$ cat src/rtl/reg_bank_sb.sv
// Parametrised register bank: muxed write port, two bypassed read ports, and a busy-bit
// scoreboard that flags reads of registers still waiting on a multi-cycle result.
module reg_bank_sb #(
    parameter int unsigned WIDTH   = 8,
    parameter int unsigned NREGS   = 8,
    parameter int unsigned AW      = $clog2(NREGS),
    parameter bit          ZERO_R0 = 1'b0
) (
    input  logic                   CLK,
    input  logic                   RST_N,
    input  logic [WIDTH-1:0]       ALU,
    input  logic [WIDTH-1:0]       REG,
    input  logic [WIDTH-1:0]       IMM,
    input  logic [WIDTH-1:0]       MEM,
    input  logic [1:0]             MS,
    input  logic                   WE,
    input  logic [AW-1:0]          WA,
    input  logic                   ISSUE,
    input  logic [AW-1:0]          ISSUE_A,
    input  logic [AW-1:0]          RA0,
    input  logic [AW-1:0]          RA1,
    output logic [WIDTH-1:0]       RD0,
    output logic [WIDTH-1:0]       RD1,
    output logic                   STALL0,
    output logic                   STALL1,
    output logic [NREGS-1:0]       BUSY,
    output logic                   ISSUE_ERR,
    output logic [NREGS*WIDTH-1:0] RALL
);

    logic [WIDTH-1:0] regs_q [NREGS];
    logic [NREGS-1:0] busy_q, busy_d;
    logic             err_q, err_d;
    logic [WIDTH-1:0] wd;
    logic             we_eff, issue_eff;

    always_comb begin
        unique case (MS)
            2'd0: wd = ALU;
            2'd1: wd = REG;
            2'd2: wd = IMM;
            2'd3: wd = MEM;
        endcase
    end

    // With ZERO_R0, anything aimed at address 0 is dropped before it reaches state or bypass.
    assign we_eff    = WE & ~(ZERO_R0 && (WA == '0));
    assign issue_eff = ISSUE & ~(ZERO_R0 && (ISSUE_A == '0));

    // Issue is applied after the write-clear so a same-edge issue leaves the register busy.
    always_comb begin
        busy_d = busy_q;
        if (we_eff) busy_d[WA] = 1'b0;
        if (issue_eff) busy_d[ISSUE_A] = 1'b1;
        err_d = err_q | (issue_eff & busy_q[ISSUE_A] & ~(we_eff && (WA == ISSUE_A)));
    end

    always_ff @(negedge CLK or negedge RST_N) begin
        if (!RST_N) begin
            for (int i = 0; i < NREGS; i++) regs_q[i] <= '0;
            busy_q <= '0;
            err_q  <= 1'b0;
        end else begin
            if (we_eff) regs_q[WA] <= wd;
            busy_q <= busy_d;
            err_q  <= err_d;
        end
    end

    always_comb begin
        RD0    = regs_q[RA0];
        STALL0 = busy_q[RA0];
        if (we_eff && (WA == RA0)) begin
            RD0    = wd;
            STALL0 = 1'b0;
        end
        if (ZERO_R0 && (RA0 == '0)) begin
            RD0    = '0;
            STALL0 = 1'b0;
        end
    end

    always_comb begin
        RD1    = regs_q[RA1];
        STALL1 = busy_q[RA1];
        if (we_eff && (WA == RA1)) begin
            RD1    = wd;
            STALL1 = 1'b0;
        end
        if (ZERO_R0 && (RA1 == '0)) begin
            RD1    = '0;
            STALL1 = 1'b0;
        end
    end

    assign BUSY      = busy_q;
    assign ISSUE_ERR = err_q;

    for (genvar g = 0; g < NREGS; g++) begin : g_rall
        assign RALL[g*WIDTH +: WIDTH] = (ZERO_R0 && (g == 0)) ? '0 : regs_q[g];
    end

endmodule

$ cat config.mk
export PLATFORM = sky130hd
export DESIGN_NAME = reg_bank_sb
export DESIGN_NICKNAME = d
export VERILOG_FILES = /design/src/rtl/reg_bank_sb.sv
export SDC_FILE = /design/constraint.sdc
export NUM_CORES = 1
export LEC_CHECK = 0
export ABC_AREA = 1
export CORE_ASPECT_RATIO = 0.8
export CORE_MARGIN = 4
export CORE_UTILIZATION = 49
export CTS_CLUSTER_SIZE = 40
export DETAILED_ROUTE_END_ITERATION = 10
export GPL_TIMING_DRIVEN = 0
export MAX_ROUTING_LAYER = met4
export PLACE_DENSITY = 0.82
export SYNTH_ARGS = -nofsm -noshare
export SYNTH_HDL_FRONTEND = slang
export SYNTH_SLANG_ARGS = --single-unit
export TNS_END_PERCENT = 50
$ cat constraint.sdc
create_clock -name CLK -period 1.6 [get_ports CLK]
set_input_delay 0.32 -clock CLK [delete_from_list [all_inputs] [get_ports CLK]]
set_output_delay 0.32 -clock CLK [all_outputs]
set_load 0.03 [all_outputs]
==> flow_summary.toml, run 1 <==
[clock_network]
numCtsBuffers = 9
htreeDepth = 3
holdBufCountCts = 0
max-clock-path-buffers = 2
cts_root_buf = "clkbuf_16"
cts.sinks = 73

[logic_synthesis]
syn_area_um2 = 4860
netlist_instances = 752
synth_top_family_by_area = "simple AND/OR/NAND/NOR gates"
yosys.area.top_type = "dfrtn_1"
ys_top_cells_by_area = "dfrtn_1, nand2_1, nand3_1"
syn_nets = 802
seq_area_frac_synth_pct = 37.6
ys_types = 25
yosys_warnings = 0
synth_compound_area_share_pct = 9.93
synthAdderAreaFrac_pct = 0
syn_area_per_cell_um2 = 6.47
synth_xor_area_share_pct = 0
synthSimpleGateAreaFrac_pct = 40.8
synthMuxAreaShare_pct = 0
ys_ff_latch = 73
yosysTopAreaCellShare_pct = 37.6

[floorplanning]
placementRows = 32
fp.dieW_um = 119
die_h_um = 97.1
start_util_pct = 50.4
ioPinCount = 141

[run_status]
stop_stage = "global routing (5_1_grt)"
run_status = "aborted with a tool error"
error_message = "[ERROR GRT-0232] Routing congestion too high. Check the congestion heatmap in the GUI."

[global_route]
grt.overflow.total = 452
grt_start_max_net_pins = 74
grtUsageTotal_pct = 93.8

[timing]
worst_endpoint = "RD1[1]"
worstEndpointType = "output port"

[place]
place_hpwl_mm = 16.3
portBuffers = 136
gp_congestion = 1.00
## cell families after synthesis
logic type             after synthesis
AOI/OAI and AO/OA                   91
buffers and inverters              136
DFF                                 73
and+or+nand+nor                    452
## per-stage QoR
step	hold WS [ns]	setup TNS (ns)	setup slack, ns	std cells	area, µm²
CTS	0.460	-80.61	-0.962	1062	7470
detailed placement	0.435	-160.11	-1.34	1024	6660
global placement	0.405	-338.04	-2.73	1024	6660
floorplan	0.607	-36.61	-0.672	752	5130
## layer usage
layer	GRT usage, %	overflow
met2	107	295
met1	89.9	18
met5	-	-
met3	79.0	12
met4	97.4	127
## Yosys cell counts, drive strengths merged
| cell type | number |
|---|---|
| a21oi | 7 |
| buf | 25 |
| clkbuf | 9 |
| clkinv | 1 |
| dfrtn | 73 |
| inv | 101 |
| nand2 | 300 |
| nand3 | 121 |
| nand4 | 8 |
| nor2 | 21 |
| nor3 | 2 |
| o211ai | 4 |
| o21ai | 72 |
| o22ai | 8 |
## timing repair
action                     in CTS
setup endpoints to repair     164
cloned                          0
buffers inserted               23
pin swaps                      51
resized for setup             699
==> inputs of run 2 (changes only) <==
==> config.mk (replaced) <==
export PLATFORM = sky130hd
export DESIGN_NAME = reg_bank_sb
export DESIGN_NICKNAME = d
export VERILOG_FILES = /design/src/rtl/reg_bank_sb.sv
export SDC_FILE = /design/constraint.sdc
export NUM_CORES = 1
export LEC_CHECK = 0
export ABC_AREA = 1
export CORE_MARGIN = 4
export CORE_UTILIZATION = 37
export DETAILED_ROUTE_END_ITERATION = 10
export GPL_TIMING_DRIVEN = 0
export PLACE_DENSITY_LB_ADDON = 0.15
export SYNTH_ARGS = -nofsm -noshare
export SYNTH_HDL_FRONTEND = slang
export SYNTH_SLANG_ARGS = --single-unit
export TNS_END_PERCENT = 50
==> run 2 against run 1 <==
Against the previous run:
- the flow now finishes, with violations (negative setup slack)
- synthesized cell count is the same
- synthesized area is the same
==> flow_summary.toml, run 2 <==
[global_route]
grt_pass1_wl_mm = 33.0
grtUsageTotal_pct = 29.5
grt_start_max_net_pins = 74
grt.overflow.total = 0
first_global_vias = 5699
antenna_found_initial = 1

[logic_synthesis]
yosysTopAreaCellShare_pct = 37.6
syn_area_um2 = 4860
syn_nets = 802
synth_edf_count = 0
synthArstFlopShare_pct = 100
synth_common_cells = "nand2_1, nand3_1, inv_1"
ys_types = 25
yosysMostFrequentCell = "nand2_1"
yosys_warnings = 0
seq_area_frac_synth_pct = 37.6
yosys.area.top_type = "dfrtn_1"
ys_ff_latch = 73
syn_area_per_cell_um2 = 6.47
ys.flop_type = "dfrtn_1"
netlist_instances = 752
ys_top_cells_by_area = "dfrtn_1, nand2_1, nand3_1"

[power_and_ir_drop]
power_uw = 10000
seqPwrFrac_pct = 26.1
static-leakage-power_uw = 0.00464
p_sw_uw = 4430
clockPowerShare_pct = 20.8
p_per_area_nw_per_um2 = 1090
power_frac_comb_pct = 53.1
internal_power_uw = 5600
ir_worst_vdd_uv = 936
swShare_pct = 44.2

[timing]
fin_ws_ns = -1.06
tns_ns = -69.86
final-max-slew-violation-count = 0
tightest_slew_ns = 0.758
rsz0062_at_grt = "yes"
hold_violations = 0
relSlewSlack_pct = 49.4
fin_worst_skew_ns = 0.00427
finalSetupViolCount = 164

[place]
gp_congestion = 0.975
dp_cells = 1061
portBuffers = 136
place_hpwl_mm = 16.4
placed_cell_area_um2 = 6730

[cells_and_area]
largest_register_ffs = 64
nFillCells = 955
syn2layout_area_growth_pct = 88.5
drive_gt1_share_pct = 50.6
regArea_um2 = 1830
postLayoutCellArea_um2 = 9170
final-instance-count-excl-fill = 1163
multi_input_area_um2 = 3760
final_cell_mix = "nand2_1, buf_6, buf_4, nand3_2, dfrtn_1"
final_common_cell = "nand2_1"
nets = 1036

[setup_path]
worst_ep_arrival_time_ns = 2.34
max_stage_delay_ns = 0.46
crit_slowest_cell = "dfrtn_1"
critPathBufInv = 2
cpLargestDelayFamily = "simple AND/OR/NAND/NOR gates"
crit_chain = "inv_1 -> nand2_1 -> nand3_2 -> nand3_2 -> nand3_1 -> nand2_2 -> buf_6"
crit_top_cell = "nand3_2"
reg2reg_slack_ns = 0.36
critPathLaunchType = "flip-flop"
crit_fanout = 3
criticalPathCategory = "reg2out"
cp-end-kind = "output port"
crit_required_ns = 1.28

[route]
drt_iter0_drc = 959
antenna_left = 0
wl_per_cell_um = 24.6
viasPerCell = 5.82
totalWireLength_mm = 28.6
dr_total_vias = 6773
drt_pre_antenna_iters = 8
drcViolationCount = 0

[clock_network]
numCtsBuffers = 9
cts.clk_slew.worst_paths_ns = 0.05
htreeDepth = 3
holdBufCountCts = 0
max-clock-path-buffers = 2
cts_root_buf = "clkbuf_16"
cts_tree = "yes"
clk_latency_ns = 0.36
cts.sinks = 73

[floorplanning]
placementRows = 41
ioPinCount = 141
die_area_um2 = 15000
start_util_pct = 38.2
core_area_um2 = 12700
die_h_um = 123
fp.dieW_um = 123

[run_status]
violations = "negative setup slack"
run_status = "finished, violations left"

[hold_path]
hp-class = "reg2reg"

[run]
drv_cap = 0
[run 2: final timing paths]
check	start	endpoint	cells past startpoint
setup / recovery	RALL[40]	RD1[0]	7
hold / removal	ISSUE_ERR	ISSUE_ERR	2
setup reg to reg	BUSY[0]	ISSUE_ERR	9
hold reg to reg	ISSUE_ERR	ISSUE_ERR	2
max in group asynchronous	RST_N	RALL[58]	2
min in group asynchronous	RST_N	RALL[43]	2
[run 2: area by class of cell]
class	instances	area share, %
Antenna cell	1	0.0273
Tap cell	172	2.35
Inverter	102	4.78
Buffer	34	3.08
Clock inverter	5	0.628
Sequential cell	73	19.9
Timing Repair Buffer	216	25.7
Clock buffer	10	2.50
Multi-Input combinational cell	550	41.0
[run 2: timing repair]
action | in CTS | in global routing
endpoints found under the setup margin | 164 | 164
pin swaps | 41 | 105
cloned | 0 | 12
buffers inserted | 14 | 61
gates resized for setup | 678 | 333
[run 2: metrics by stage]
step,hold slack (ns),util (%),setup WS [ns]
after global placement,0.407,52.7,-2.94
after floorplan,0.607,-,-0.672
after detailed placement,0.424,52.9,-1.40
final,0.470,72.1,-1.06
after CTS,0.449,57.8,-0.974
after global routing,0.507,72.1,-1.07
[run 2: power groups by stage]
stage	logic, µW	registers (µW)	clock network, µW
4_1_cts	4260	2570	2050
2_1_floorplan	1480	3340	0
3_3_place_gp	3970	2540	0
3_5_place_dp	4010	2550	0
5_1_grt	5560	2640	2150
6_report	5320	2610	2090
[run 2: metal layers]
layer | vias to the layer above | share of wire [%] | global-route usage, %
li1 | 2902 | - | -
met1 | 3218 | 38 | 40.7
met2 | 508 | 45 | 45.5
met3 | 145 | 11 | 7.00
met4 | 0 | 5.6 | 9.52
met5 | - | 0 | 0
[run 2: logic make-up after synthesis]
logic type | count (synthesis) | synth area share, %
compound gates | 91 | 9.93
flops | 73 | 37.6
simple gates | 452 | 40.8
buf+inv | 136 | 11.8
[run 2: worst min-delay path, cell delays in order, from the launching register on]
cell	delay (ns)
dfrtn_1	0.44
inv_1	0.05
nand2_1	0.07
(Power assumes the default switching activity.)
